$ cat config.mk
export PLATFORM = sky130hd
export DESIGN_NAME = debug_data_sender_flat
export DESIGN_NICKNAME = d
export VERILOG_FILES = /design/src/rtl/debug_data_sender_pkg.sv /design/src/rtl/debug_data_sender_if.sv /design/src/rtl/debug_data_sender_shifter.sv /design/src/rtl/debug_data_sender.sv /design/src/flat_wrapper.sv
export SDC_FILE = /design/constraint.sdc
export NUM_CORES = 1
export LEC_CHECK = 0
export ABC_AREA = 1
export CAP_MARGIN = 30
export CORE_AREA = 5 5 124 126
export CTS_BUF_LIST = sky130_fd_sc_hd__clkbuf_8
export DETAILED_ROUTE_END_ITERATION = 12
export DIE_AREA = 0 0 129 131
export MAX_ROUTING_LAYER = met4
export PLACE_DENSITY_LB_ADDON = 0.2
export SYNTH_ARGS = -nofsm -noshare
export SYNTH_HDL_FRONTEND = slang
export SYNTH_HIERARCHICAL = 1
export SYNTH_SLANG_ARGS = --single-unit
$ cat constraint.sdc
create_clock -name clock_i -period 2.39 [get_ports clock_i]
set_clock_uncertainty 0.15 [all_clocks]
set_input_delay 0.478 -clock clock_i [delete_from_list [all_inputs] [get_ports clock_i]]
set_output_delay 0.478 -clock clock_i [all_outputs]
set_load 0.01 [all_outputs]
$ cat src/rtl/debug_data_sender_pkg.sv
// Shared definitions for the debug snapshot sender: state encodings,
// frame header byte and word-index offsets within a frame.
package debug_pkg;

    localparam int NB_STATE = 8;

    typedef enum logic [NB_STATE-1:0] {
        ST_IDLE      = 8'b0000_0001,
        ST_SYNC      = 8'b0000_0010,
        ST_WAIT_SYNC = 8'b0000_0100,
        ST_FETCH     = 8'b0000_1000,
        ST_LOAD      = 8'b0001_0000,
        ST_SEND      = 8'b0010_0000,
        ST_WAIT_TX   = 8'b0100_0000,
        ST_DONE      = 8'b1000_0000
    } state_t;

    localparam logic [7:0] SYNC_BYTE = 8'hA5;

    // Word order inside a frame: PC, cycle count, registers, then memory
    localparam int IDX_PC  = 0;
    localparam int IDX_CYC = 1;
    localparam int IDX_REG = 2;
    localparam int IDX_MEM = 34;

endpackage

$ cat src/rtl/debug_data_sender_if.sv
// Bundle of the sender's handshake, read-port and tx_uart signals.
// master = the sender itself, slave = its surroundings.
interface debug_data_sender_if #(
    parameter int NB_DATA     = 32,
    parameter int NB_REG      = 5,
    parameter int NB_MEM_ADDR = 7
);
    logic                   start_i;
    logic [NB_DATA-1:0]     pc_i;
    logic [NB_DATA-1:0]     cycle_count_i;
    logic [NB_REG-1:0]      reg_addr_o;
    logic [NB_DATA-1:0]     reg_data_i;
    logic [NB_MEM_ADDR-1:0] mem_addr_o;
    logic                   mem_rd_en_o;
    logic [NB_DATA-1:0]     mem_data_i;
    logic [7:0]             tx_data_o;
    logic                   tx_start_o;
    logic                   tx_done_i;
    logic                   busy_o;
    logic                   done_o;

    modport master (
        input  start_i, pc_i, cycle_count_i, reg_data_i, mem_data_i, tx_done_i,
        output reg_addr_o, mem_addr_o, mem_rd_en_o, tx_data_o, tx_start_o,
               busy_o, done_o
    );

    modport slave (
        output start_i, pc_i, cycle_count_i, reg_data_i, mem_data_i, tx_done_i,
        input  reg_addr_o, mem_addr_o, mem_rd_en_o, tx_data_o, tx_start_o,
               busy_o, done_o
    );
endinterface

$ cat src/rtl/debug_data_sender_shifter.sv
// Word-to-byte serialiser: loads a word, emits its bytes LSB first and
// flags the final byte of the word.
module word_byte_shifter #(
    parameter int NB_DATA = 32
) (
    input  logic               clk,
    input  logic               rst_n,
    input  logic               load,
    input  logic               advance,
    input  logic [NB_DATA-1:0] load_word,
    output logic [7:0]         tx_byte,
    output logic               last_byte
);
    localparam int N_BYTES     = NB_DATA / 8;
    localparam int NB_BYTE_IDX = $clog2(N_BYTES);

    logic [NB_DATA-1:0]     shift_reg;
    logic [NB_DATA-1:0]     shift_next;
    logic [NB_BYTE_IDX-1:0] byte_idx_reg;

    genvar gi;
    generate
        for (gi = 0; gi < N_BYTES - 1; gi++) begin : g_byte
            assign shift_next[gi*8 +: 8] = shift_reg[(gi+1)*8 +: 8];
        end
    endgenerate
    assign shift_next[NB_DATA-1 -: 8] = 8'h00;

    always_ff @(posedge clk or negedge rst_n) begin
        if (!rst_n) begin
            shift_reg    <= '0;
            byte_idx_reg <= '0;
        end else if (load) begin
            shift_reg    <= load_word;
            byte_idx_reg <= '0;
        end else if (advance) begin
            shift_reg    <= shift_next;
            byte_idx_reg <= byte_idx_reg + 1'b1;
        end
    end

    assign tx_byte   = shift_reg[7:0];
    assign last_byte = (byte_idx_reg == NB_BYTE_IDX'(N_BYTES - 1));

endmodule

$ cat src/rtl/debug_data_sender.sv
// Sends the debug snapshot frame (sync, PC, cycles, registers, memory)
// to tx_uart one byte at a time, each word LSB first.
module debug_data_sender
    import debug_pkg::*;
#(
    parameter int         NB_DATA     = 32,
    parameter int         NB_REG      = 5,
    parameter int         N_REGISTER  = 32,
    parameter int         NB_MEM_ADDR = 7,
    parameter int         N_MEM_WORDS = 128,
    parameter logic [7:0] SYNC_BYTE   = debug_pkg::SYNC_BYTE
) (
    input  logic                 clock_i,
    input  logic                 reset_n_i,
    debug_data_sender_if.master  bus
);
    localparam int MEM_BASE    = IDX_REG + N_REGISTER;
    localparam int N_WORDS     = MEM_BASE + N_MEM_WORDS;
    localparam int NB_WORD_IDX = $clog2(N_WORDS);

    typedef logic [NB_WORD_IDX-1:0] word_idx_t;

    state_t                 state_reg, state_next;
    word_idx_t              word_idx_reg, word_idx_next;
    logic [NB_DATA-1:0]     pc_snap_reg, cyc_snap_reg;
    logic [7:0]             tx_data_reg, tx_data_next;
    logic [NB_REG-1:0]      reg_addr_reg, reg_addr_next;
    logic [NB_MEM_ADDR-1:0] mem_addr_reg, mem_addr_next;
    logic [NB_DATA-1:0]     load_word;
    logic                   is_reg_word, is_mem_word, last_word;
    logic                   shift_load, shift_advance, last_byte;
    logic [7:0]             shift_byte;
    logic                   tx_start, busy, done, mem_rd_en;

    assign is_reg_word = (word_idx_reg >= word_idx_t'(IDX_REG)) &&
                         (word_idx_reg <  word_idx_t'(MEM_BASE));
    assign is_mem_word = (word_idx_reg >= word_idx_t'(MEM_BASE));
    assign last_word   = (word_idx_reg == word_idx_t'(N_WORDS - 1));

    always_ff @(posedge clock_i or negedge reset_n_i) begin
        if (!reset_n_i) begin
            state_reg    <= ST_IDLE;
            word_idx_reg <= '0;
            pc_snap_reg  <= '0;
            cyc_snap_reg <= '0;
            tx_data_reg  <= '0;
            reg_addr_reg <= '0;
            mem_addr_reg <= '0;
        end else begin
            state_reg    <= state_next;
            word_idx_reg <= word_idx_next;
            tx_data_reg  <= tx_data_next;
            reg_addr_reg <= reg_addr_next;
            mem_addr_reg <= mem_addr_next;
            // PC and cycle count are frozen for the whole frame
            if (state_reg == ST_IDLE && bus.start_i) begin
                pc_snap_reg  <= bus.pc_i;
                cyc_snap_reg <= bus.cycle_count_i;
            end
        end
    end

    always_comb begin
        state_next    = state_reg;
        word_idx_next = word_idx_reg;
        unique case (state_reg)
            ST_IDLE: begin
                if (bus.start_i) begin
                    state_next    = ST_SYNC;
                    word_idx_next = '0;
                end
            end
            ST_SYNC:      state_next = ST_WAIT_SYNC;
            ST_WAIT_SYNC: begin
                if (bus.tx_done_i) begin
                    state_next    = ST_FETCH;
                    word_idx_next = '0;
                end
            end
            ST_FETCH:     state_next = ST_LOAD;
            ST_LOAD:      state_next = ST_SEND;
            ST_SEND:      state_next = ST_WAIT_TX;
            ST_WAIT_TX: begin
                if (bus.tx_done_i) begin
                    if (!last_byte) begin
                        state_next = ST_SEND;
                    end else if (last_word) begin
                        state_next = ST_DONE;
                    end else begin
                        state_next    = ST_FETCH;
                        word_idx_next = word_idx_reg + 1'b1;
                    end
                end
            end
            ST_DONE:      state_next = ST_IDLE;
            default:      state_next = ST_IDLE;
        endcase
    end

    always_comb begin
        tx_start      = 1'b0;
        busy          = (state_reg != ST_IDLE);
        done          = 1'b0;
        mem_rd_en     = 1'b0;
        shift_load    = 1'b0;
        shift_advance = 1'b0;
        tx_data_next  = tx_data_reg;
        reg_addr_next = reg_addr_reg;
        mem_addr_next = mem_addr_reg;
        unique case (state_reg)
            ST_SYNC: begin
                tx_start     = 1'b1;
                tx_data_next = SYNC_BYTE;
            end
            ST_FETCH: begin
                // Addresses are presented in FETCH and stay registered through LOAD
                if (is_reg_word) begin
                    reg_addr_next = NB_REG'(32'(word_idx_reg) - IDX_REG);
                end
                if (is_mem_word) begin
                    mem_addr_next = NB_MEM_ADDR'(32'(word_idx_reg) - MEM_BASE);
                    mem_rd_en     = 1'b1;
                end
            end
            ST_LOAD:    shift_load = 1'b1;
            ST_SEND: begin
                tx_start     = 1'b1;
                tx_data_next = shift_byte;
            end
            ST_WAIT_TX: shift_advance = bus.tx_done_i && !last_byte;
            ST_DONE:    done = 1'b1;
            default: ;
        endcase
    end

    always_comb begin
        if (word_idx_reg == word_idx_t'(IDX_PC)) begin
            load_word = pc_snap_reg;
        end else if (word_idx_reg == word_idx_t'(IDX_CYC)) begin
            load_word = cyc_snap_reg;
        end else if (is_reg_word) begin
            load_word = bus.reg_data_i;
        end else begin
            load_word = bus.mem_data_i;
        end
    end

    word_byte_shifter #(
        .NB_DATA (NB_DATA)
    ) u_shifter (
        .clk       (clock_i),
        .rst_n     (reset_n_i),
        .load      (shift_load),
        .advance   (shift_advance),
        .load_word (load_word),
        .tx_byte   (shift_byte),
        .last_byte (last_byte)
    );

    assign bus.tx_data_o   = tx_data_next;
    assign bus.tx_start_o  = tx_start;
    assign bus.busy_o      = busy;
    assign bus.done_o      = done;
    assign bus.mem_rd_en_o = mem_rd_en;
    assign bus.reg_addr_o  = reg_addr_next;
    assign bus.mem_addr_o  = mem_addr_next;

endmodule

$ cat src/flat_wrapper.sv
// flat-port wrapper written by rule: the top's interface ports become plain ports
module debug_data_sender_flat import debug_pkg::*;
#(
    parameter int         NB_DATA     = 32,
    parameter int         NB_REG      = 5,
    parameter int         N_REGISTER  = 32,
    parameter int         NB_MEM_ADDR = 7,
    parameter int         N_MEM_WORDS = 128,
    parameter logic [7:0] SYNC_BYTE   = debug_pkg::SYNC_BYTE
)
  (clock_i, reset_n_i, bus_start_i, bus_pc_i, bus_cycle_count_i, bus_reg_data_i, bus_mem_data_i, bus_tx_done_i, bus_reg_addr_o, bus_mem_addr_o, bus_mem_rd_en_o, bus_tx_data_o, bus_tx_start_o, bus_busy_o, bus_done_o);
  debug_data_sender_if #(.NB_DATA(NB_DATA), .NB_REG(NB_REG), .NB_MEM_ADDR(NB_MEM_ADDR)) bus_i ();
  input  logic clock_i;
  input  logic reset_n_i;
  input wire logic [$bits(bus_i.start_i)-1:0] bus_start_i;
  input wire logic [$bits(bus_i.pc_i)-1:0] bus_pc_i;
  input wire logic [$bits(bus_i.cycle_count_i)-1:0] bus_cycle_count_i;
  input wire logic [$bits(bus_i.reg_data_i)-1:0] bus_reg_data_i;
  input wire logic [$bits(bus_i.mem_data_i)-1:0] bus_mem_data_i;
  input wire logic [$bits(bus_i.tx_done_i)-1:0] bus_tx_done_i;
  output wire logic [$bits(bus_i.reg_addr_o)-1:0] bus_reg_addr_o;
  output wire logic [$bits(bus_i.mem_addr_o)-1:0] bus_mem_addr_o;
  output wire logic [$bits(bus_i.mem_rd_en_o)-1:0] bus_mem_rd_en_o;
  output wire logic [$bits(bus_i.tx_data_o)-1:0] bus_tx_data_o;
  output wire logic [$bits(bus_i.tx_start_o)-1:0] bus_tx_start_o;
  output wire logic [$bits(bus_i.busy_o)-1:0] bus_busy_o;
  output wire logic [$bits(bus_i.done_o)-1:0] bus_done_o;
  assign bus_i.start_i = bus_start_i;
  assign bus_i.pc_i = bus_pc_i;
  assign bus_i.cycle_count_i = bus_cycle_count_i;
  assign bus_i.reg_data_i = bus_reg_data_i;
  assign bus_i.mem_data_i = bus_mem_data_i;
  assign bus_i.tx_done_i = bus_tx_done_i;
  assign bus_reg_addr_o = bus_i.reg_addr_o;
  assign bus_mem_addr_o = bus_i.mem_addr_o;
  assign bus_mem_rd_en_o = bus_i.mem_rd_en_o;
  assign bus_tx_data_o = bus_i.tx_data_o;
  assign bus_tx_start_o = bus_i.tx_start_o;
  assign bus_busy_o = bus_i.busy_o;
  assign bus_done_o = bus_i.done_o;
  debug_data_sender #(.NB_DATA(NB_DATA), .NB_REG(NB_REG), .N_REGISTER(N_REGISTER), .NB_MEM_ADDR(NB_MEM_ADDR), .N_MEM_WORDS(N_MEM_WORDS), .SYNC_BYTE(SYNC_BYTE)) u_core (.clock_i(clock_i), .reset_n_i(reset_n_i), .bus(bus_i));
endmodule
# After elaboration in Yosys (flattened, before gate mapping)
# Index checks and enable logic that the tools add are counted.
# classes
n_shift,0
n_mux,30
n_eq_ne,17
n_bitwise,0
reduce_logical,10
add_sub_neg,4
n_div,0
mul,0
order_cmp,3
# op_table
cell,n
2-to-1 mux 32 bit,5
2-to-1 mux 8 bit,10
case mux 8 bit (7 select lines),1
case mux 8 bit (3 select lines),1
"equality test 8 x 1 -> 1 bit, second input constant",2
"equality test 8 bit, second input constant",2
case mux 8 bit (2 select lines),1
2-to-1 mux 7 bit,2
2-to-1 mux 5 bit,2
"adder 8 x 1 -> 8 bit, second input constant",1
"equality test 8 x 2 -> 1 bit, second input constant",1
"equality test 8 x 3 -> 1 bit, second input constant",1
"equality test 8 x 4 -> 1 bit, second input constant",1
"equality test 8 x 5 -> 1 bit, second input constant",1
"equality test 8 x 6 -> 1 bit, second input constant",1
"equality test 8 x 7 -> 1 bit, second input constant",1
">= comparator 8 x 2 -> 1 bit, second input constant",1
">= comparator 8 x 6 -> 1 bit, second input constant",1
logical NOT 8 bit,1
"< comparator 8 x 6 -> 1 bit, second input constant",1
"!= test 2 bit, second input constant",4
"!= test 8 x 1 -> 1 bit, second input constant",1
"subtractor 7 x 6 -> 7 bit, second input constant",1
2-to-1 mux 1 bit,6
other kinds (12),15
# word_totals
ramBits,0
latch_bits,0
wordCells,73
rom_bits,0
input_bits,132
memories,0
register_bits,134

# Longest topological paths before layout
# Gate-level depths: netlist of run 1.
# depth
ltp_word,6
ltp_mapped,12
ltp_nobuf,11

# Hierarchy
# Netlist of run 1, hierarchy kept.
# modules_own_cells
module,area_per_inst_um2,seq_area_each_um2,cells_each,instances
debug_data_sender,5694.2,2503.7,786,1
word_byte_shifter,1587.8,850.8,183,1

# Worst setup path after synthesis of run 1
# Ideal clock, no wire load.
# synth_timing
path_type,flip-flop to output port
start,register u_core.word_idx_reg[0]
end,output bus_reg_addr_o[0]
arrival_time_ps,1458
path_buffers,0
setup_slack_ps,304
required_time_ps,1762
path_stages_with_launch,9
path_cell_list,dfrtp_1 > inv_1 > ha_1 > inv_1 > nand4_2 > nand3_4 > nor2_4 > nor2_1 > a21oi_1
# synth_via
elab_chain_cells,4
elab_cells_between_ends,6
# synth_rtl
element,line,source
from (decl),debug_data_sender.sv:24,"word_idx_t word_idx_reg, word_idx_next;"
from (signal assigned),debug_data_sender.sv:51,word_idx_reg <= word_idx_next;
>= comparator 8 x 2 -> 1 bit / < comparator 8 x 6 -> 1 bit (equally long branches),"debug_data_sender.sv:35, debug_data_sender.sv:36",
logical AND 1 bit,debug_data_sender.sv:35,assign is_reg_word = (word_idx_reg >= word_idx_t'(IDX_REG)) &&
2-to-1 mux 5 bit *,debug_data_sender.sv:117,if (is_reg_word) begin
2-to-1 mux 5 bit *,debug_data_sender.sv:110,unique case (state_reg)
to (decl),flat_wrapper.sv:21,output wire logic [$bits(bus_i.reg_addr_o)-1:0] bus_reg_addr_o;
# Mark *: on every way between the ends. The rest lies on a longest branch, timed or not.

# Worst setup path in the final report of run 1
# layout_timing
start,register u_core.word_idx_reg[2]
end,output bus_reg_addr_o[4]
# The elaborated chain is that of the path after synthesis.

==> results of run 1 <==
==> area by class of cell <==
cell class	instances	share of cell area (%)
diodes	1	0.02505
inverters	92	3.545
clock inverters	13	0.9269
clock buffers	19	2.618
flip-flops and latches	134	33.59
multi-input cells	682	33.39
well taps	184	2.305
repair buffers	253	23.60
==> power groups by stage <==
stage	sequential, uW	clock (uW)	combinational, uW
final	3300	1700	2370
after CTS	3290	1730	2330
after global placement	3300	0	2240
after detailed placement	3320	0	2290
after floorplan	3220	0	1490
after global routing	3370	1820	2670
==> synth_stat cells, types with 2 or more instances <==
cell and number:
a21oi_1 62, a22o_1 4, buf_2 24, buf_4 20
buf_6 10, clkbuf_1 7, clkinv_1 2, dfrtp_1 133
ha_1 8, inv_1 86, inv_2 4, nand2_1 363
nand2_2 5, nand3_1 97, nand3b_1 2, nand4_1 36
nor2_1 58, nor2_2 7, nor2_4 3, nor2_8 2
nor3_1 3, o21ai_0 5, o21ai_1 4, o22a_1 4
or2_2 2, xor2_1 7
==> critical path, delay by kind of cell, from the launching register on <==
kind,cells,cell delay (ps)
simple gates,5,400
compound gates,1,130
flops,1,460
buf+inv,4,560
==> through the flow <==
step / hold slack [ps] / TNS (ps) / util, %
2_1_floorplan: 32.41 / 0 / -
3_3_place_gp: 253.0 / -2110 / 65.16
3_5_place_dp: 252.8 / -2884 / 65.16
4_1_cts: 327.0 / -3305 / 68.67
5_1_grt: 344.3 / -5943 / 70.33
6_report: 330.2 / -3386 / 70.33
==> routing by layer <==
layer,share of wire [%],vias up
li1,-,3491
met1,42,3406
met2,50,245
met3,6.1,32
met4,1.6,0
met5,0,-
==> worst paths after layout <==
check	from	end	slack [ps]
hold reg to reg	u_core/u_shifter/shift_reg[28]	u_core/u_shifter/shift_reg[28]	330
min in group asynchronous	reset_n_i	u_core/cyc_snap_reg[24]	360
setup reg to reg	u_core/word_idx_reg[2]	u_core/u_shifter/shift_reg[20]	130
hold / removal	u_core/u_shifter/shift_reg[28]	u_core/u_shifter/shift_reg[28]	330
setup / recovery	u_core/word_idx_reg[2]	bus_reg_addr_o[4]	-250
max in group asynchronous	reset_n_i	u_core/state_reg[0]	1050
==> what timing repair did <==
action | 4_1_cts | 5_1_grt
gates resized for setup | 118 | 46
hold buffers | 1 | 0
setup buffers | 21 | 9
endpoints found under the hold margin | 36 | 0
cloned | 2 | 0
endpoints found under the setup margin | 24 | 24
pin swaps | 8 | 14
==> logic make-up (layout without fill, tap and decap cells) <==
family / count (synthesis) / in the layout
AND/OR/NAND/NOR: 585 / 586
AO/OA/AOI/OAI: 80 / 80
other: 0 / 1
buffers and inverters: 154 / 377
adder cells (fa/ha/maj): 8 / 8
flip-flops: 134 / 134
XOR/XNOR: 8 / 8
==> metrics, run 1 <==
crit end category=primary output; pre-CTS worst setup slack=-305.6 ps; CP cell instances=buf_12 -> nor2_8 -> nand2_4 -> nand2_4 -> buf_6 -> nand3_4 -> buf_4 -> o21ai_1 -> nand2_1 -> buf_2; WHS Path Cells=2; CTS Sinks=roughly 130; Worst VDD drop=~0.00048 V; most common cell after layout, fill and taps aside=nand2_1; worst skew pair latency=440 ps; Critical Path Start Type=register; Initial Util=between 50 and 60%; vias in the first global route=6774; Antenna Nets Post-Route=0; syn nets=1109; Max Freq=379.3 MHz; cell mode on critical path=nand2_4; first-pass GRT wire length=33440 um; TritonRoute pass-1 iters=7; Distinct cells, synth=37; die area=16900 um^2; initial antenna violation count=1; met1 Resource Use GR=33.27%; Post-Synth Adder-Cell Area=1.375%; largest cells by area after synthesis=dfrtp_1, nand2_1, nand3_1; Reg2Reg Depth=13; post-synthesis mux area share=0%; top_reg_cell synth=dfrtp_1; clk buf depth=2; via count=approximately 7200; relative slew slack=between 60% and 70%; GRT busiest layer=met2; CTS tree=built; CTS H-Tree Depth=4; clock root buffer=clkbuf_8; placed cells=1312; grt met2 use=approximately 42%; leakage=0.005308 uW; post-synthesis register bit count=between 100 and 150; Layout area overhead=37.18%; Post-Synthesis Cell Area=7282 um^2; NetSw=2579 uW; fin crit share=110.3%; setup ws final=-246.4 ps; WP data arrival=around 2000 ps; Seq. cell area=3356 um^2; dpl hpwl=14610 um; Clock power frac=between 20% and 30%; DP Area=9255 um^2; type of the tightest min-delay check=reg2reg; Hold Fails Final Rpt=0; layout cells sized above 1=between 10% and 20%; failing checks=setup timing; final cell count without fillers=1378; pin count of the biggest net entering global routing=55; RSZ-0062 raised after global routing=true; Num CTS Buffers=17; post-synthesis simple-gate area fraction=between 30% and 40%; total gr overflow=0; Pwr Total=~7400 uW; sequential share of power=44.8%; Setup violations, final=21; vias per cell=5.206; I/O pin count=between 150 and 200; worst slew pin tran=between 400 and 500 ps; Syn Inst Count=969; CP max stage delay=460 ps; Finished Cell Area=9990 um^2; Compound-Gate Fraction of Synth Area=5.928%; xor and xnor area share after synthesis=0.9622%; met3 usage=4.553%; area leader, netlist=dfrtp_1; slowest cell on the critical path=dfrtp_2; Max Cap Viol=0; Routed WL per cell=15.30 um; switching share of total power=about a third; number of remaining DRC errors=0; async set-reset flop share out of synthesis=100.0%; Syn Area/Cell=7.515 um^2; outcome=complete, but fails checks; count of flip-flops with a built-in enable after synthesis=0; part of the Yosys area used for sequential elements=46.07%; Worst EP required=1760 ps; largest family of logic cells by synthesized area=simple AND/OR/NAND/NOR gates; fin nets=~1300; Synth top area share=45.70%; fin crit period=2636 ps; Pint=4790 uW; port buffer count=155; DIE WIDTH=129 um; Site Rows=between 40 and 50; Multi-input gate area=around 3300 um^2; die height=131 um; core area=14200 um^2; GRT Resource Usage Total=25.84%; commonest non-fill, non-tap cells in the layout=nand2_1, dfrtp_1, clkdlybuf4s50_1; clock-pin slew on the worst setup and hold paths=80 ps; pwr/cell area=~740 nW/um^2; routability cong.=0.8907; WS Path Type=reg2out; Logic pwr share=32.2%; Synth warnings=6; Fillers=1210; Final Slew Violations=0; Iter 0 DRT Violations=536; worst-path fanout max=5; detailed-route wire length=21090 um
Power figures use the tool's default switching activity.
==> inputs of run 2 (changes only) <==
--- a/config.mk
+++ b/config.mk
@@ -7,13 +7,12 @@
 export LEC_CHECK = 0
 export ABC_AREA = 1
 export CAP_MARGIN = 30
-export CORE_AREA = 5 5 124 126
+export CORE_AREA = 5 5 122 124
 export CTS_BUF_LIST = sky130_fd_sc_hd__clkbuf_8
 export DETAILED_ROUTE_END_ITERATION = 12
-export DIE_AREA = 0 0 129 131
+export DIE_AREA = 0 0 127 129
 export MAX_ROUTING_LAYER = met4
 export PLACE_DENSITY_LB_ADDON = 0.2
 export SYNTH_ARGS = -nofsm -noshare
 export SYNTH_HDL_FRONTEND = slang
-export SYNTH_HIERARCHICAL = 1
 export SYNTH_SLANG_ARGS = --single-unit
==> run 2 against run 1 <==
  * The flow still finishes with violations (setup timing)
  * Wire length decreased by 0.54%
  * Non-clock buffer count shrank 9
  * First-iteration DRC count rose by 1.9%
  * Cell count shrank 6.1%
  * Largest cell class unchanged
==> metrics, run 2 <==
area leader, netlist=dfrtp_1; Layout area overhead=41.53%; Antenna Nets Post-Route=0 (unchanged); diodes inserted=0 (-1); die height=129 um (-1.5%); vias in the first global route=6740 (-0.50%); pin count of the biggest net entering global routing=56 (+1.8%); R2R Path End=u_core.u_shifter.shift_reg[5]; fin nets=1243 (-5.8%); routability cong.=0.9085 (+2.0%); Num CTS Buffers=17 (unchanged); post-synthesis register bit count=134 (unchanged); Synth top area share=47.88% (+2.2 points); placed cells=1240 (-5.5%); top_reg_cell synth=dfrtp_1; clock-pin slew on the worst setup and hold paths=70 ps (about the same); initial antenna violation count=0 (-1); RSZ-0062 raised after global routing=true; worst slew pin tran=607.0 ps (+150.0 ps); WHS Endpoint=u_core.u_shifter.shift_reg[31]; Setup violations, final=22 (+4.8%); dpl hpwl=14070 um (-3.7%); Critical Path Start Type=register; via count=6775 (-5.6%); fin crit period=2666 ps (+29.64 ps); syn nets=1026 (-7.5%); Worst Hold Launch=u_core.u_shifter.shift_reg[31]; first-pass GRT wire length=33510 um (+0.23%); final cell count without fillers=1294 (-6.1%); Post-Synthesis Cell Area=6950 um^2 (-4.6%); WS Path Type=reg2out; commonest non-fill, non-tap cells in the layout=nand2_1, dfrtp_1, clkdlybuf4s50_1; Iter 0 DRT Violations=546 (+1.9%); worst skew pair latency=450 ps (about the same); Seq. cell area=3356 um^2 (unchanged); failing checks=setup timing; crit end category=primary output; Initial Util=50.86% (-0.41 points); layout cells sized above 1=20.65% (+2.2 points); setup_tns=-3721 ps (-335.4 ps); Finished Cell Area=9837 um^2 (-1.5%); Syn Inst Count=886 (-8.6%); worst-path fanout max=5 (unchanged); pwr/cell area=803.8 nW/um^2 (+9.0%); Distinct cells, synth=41 (+11%); worst reg-to-reg setup slack=70 ps (-60 ps); part of the Yosys area used for sequential elements=48.26% (+2.2 points); Max Freq=375.1 MHz (-1.1%); CTS tree=built; die area=16380 um^2 (-3.1%); Synth top cells by count=nand2_1, dfrtp_1, nand3_1, a21oi_1, nor2_1; core area=13670 um^2 (-3.8%); Worst EP required=1760 ps (about the same); clock root buffer=clkbuf_8; Syn Area/Cell=7.845 um^2 (+4.4%); Max Cap Viol=0 (unchanged); Min Hold Slack=323.7 ps (-6.501 ps); Routed WL per cell=16.21 um (+5.9%); Reg2Reg Depth=11 (-2); port buffer count=155 (unchanged); leakage=0.004795 uW (-9.7%); Site Rows=43 (-2.3%); I/O pin count=156 (unchanged); detailed-route wire length=20980 um (-0.54%); largest cells by area after synthesis=dfrtp_1, nand2_1, nand3_1; setup ws final=-276.0 ps (-29.64 ps); clk buf depth=2 (unchanged); most common cell in the netlist=nand2_1; TritonRoute pass-1 iters=5 (-2); CTS Sinks=134 (unchanged); Synth warnings=0 (-6); count of flip-flops with a built-in enable after synthesis=0 (unchanged); GRT Resource Usage Total=26.75% (+0.91 points); total gr overflow=0 (unchanged); DP Area=9046 um^2 (-2.3%); outcome=complete, but fails checks; WP data arrival=2040 ps (+30 ps); Fillers=1070 (-12%); Worst VDD drop=0.0005115 V (+6.8%); FF-to-FF Start=u_core.word_idx_reg[1]; relative slew slack=59.47% (-10 points); most common cell after layout, fill and taps aside=nand2_1; number of remaining DRC errors=0 (unchanged); CTS H-Tree Depth=4 (unchanged); Final Slew Violations=0 (unchanged); WHS Path Cells=2 (unchanged); vias per cell=5.236 (+0.57%); Multi-input gate area=3354 um^2 (+0.56%); DIE WIDTH=127 um (-1.6%); Hold Fails Final Rpt=0 (unchanged); fin crit share=111.5% (+1.2 points); type of the tightest min-delay check=reg2reg; async set-reset flop share out of synthesis=100.0% (unchanged)
run 2: cell types whose count changed after synthesis, sizes merged, moves of 3 or more:
| cell | change |
|---|---|
| inv | -32 |
| or2 | +16 |
| o22ai | +14 |
| nor4 | +6 |
| o21ai | +27 |
| clkbuf | +4 |
| nand3 | -16 |
| buf | -19 |
| nor2 | -3 |
| nand2 | -44 |
| nand4 | -35 |
run 2: metal layers:
metal  vias to the layer above  wire, um  track usage (%)
met4                         0       570            7.760
met5                         -         0                -
li1                       3278         -                -
met1                      3186      9001            33.52
met2                       264      9944            42.47
met3                        47      1460            7.763
run 2: worst max-delay path, stage by stage, from the launching register on:
cell	delay, ps
dfrtp_1	410
nor2_4	160
nand2_4	80
nor4_4	130
buf_4	180
buf_6	130
nand3_4	130
o21ai_2	200
buf_2	160
run 2: what timing repair did:
item | in CTS | in global routing
resized for setup | 145 | 33
setup endpoints to repair | 24 | 48
buffers inserted | 12 | 11
hold buffers | 1 | 0
pin swaps | 13 | 6
cloned | 2 | 0
endpoints found under the hold margin | 52 | 0
run 2: how the worst max path moves through the flow:
stage	startpoint	endpoint	slack (ps)	cells past startpoint
5_1_grt	u_core.state_reg[6]	bus_reg_addr_o[4]	-360	8
3_5_place_dp	u_core.state_reg[0]	bus_mem_addr_o[2]	-190	8
2_1_floorplan	u_core.word_idx_reg[0]	bus_reg_addr_o[3]	220	8
6_report	u_core.state_reg[6]	bus_reg_addr_o[4]	-280	8
3_3_place_gp	u_core.state_reg[0]	bus_mem_addr_o[2]	-140	8
4_1_cts	u_core.state_reg[6]	bus_reg_addr_o[4]	-250	8
run 2: cell type report:
class	count	share of cell area, %
inverter	59	2.328
sequential	134	34.11
timing repair buffer	244	23.00
clock inverter	7	0.9540
multi-input combinational	647	34.10
clock buffer	23	3.218
tap	180	2.289
run 2: cell families after synthesis:
family,share of synthesized area [%]
AOI/OAI and AO/OA,9.595
xor gates and xnor gates,1.134
adders and majority gates,1.440
buffers and inverters,6.859
DFF,48.26
muxes,0.1440
and+or+nand+nor,32.57
run 2: report_power, final:
group / internal [uW] / switching [uW] / leakage [uW] / total, uW
sequential: 3020 / 420 / 0.00166 / 3440
clock: 1080 / 888 / 0.000206 / 1970
combinational: 1100 / 1400 / 0.00293 / 2500
run 2: stage by stage:
step / setup slack (ps) / util [%] / power [uW]
6_report: -276.0 / 71.98 / 7907
5_1_grt: -360.5 / 71.98 / 8397
4_1_cts: -252.6 / 70.66 / 7821
3_5_place_dp: -192.1 / 66.20 / 5772
3_3_place_gp: -143.2 / 66.20 / 5713
2_1_floorplan: 224.2 / - / 4834
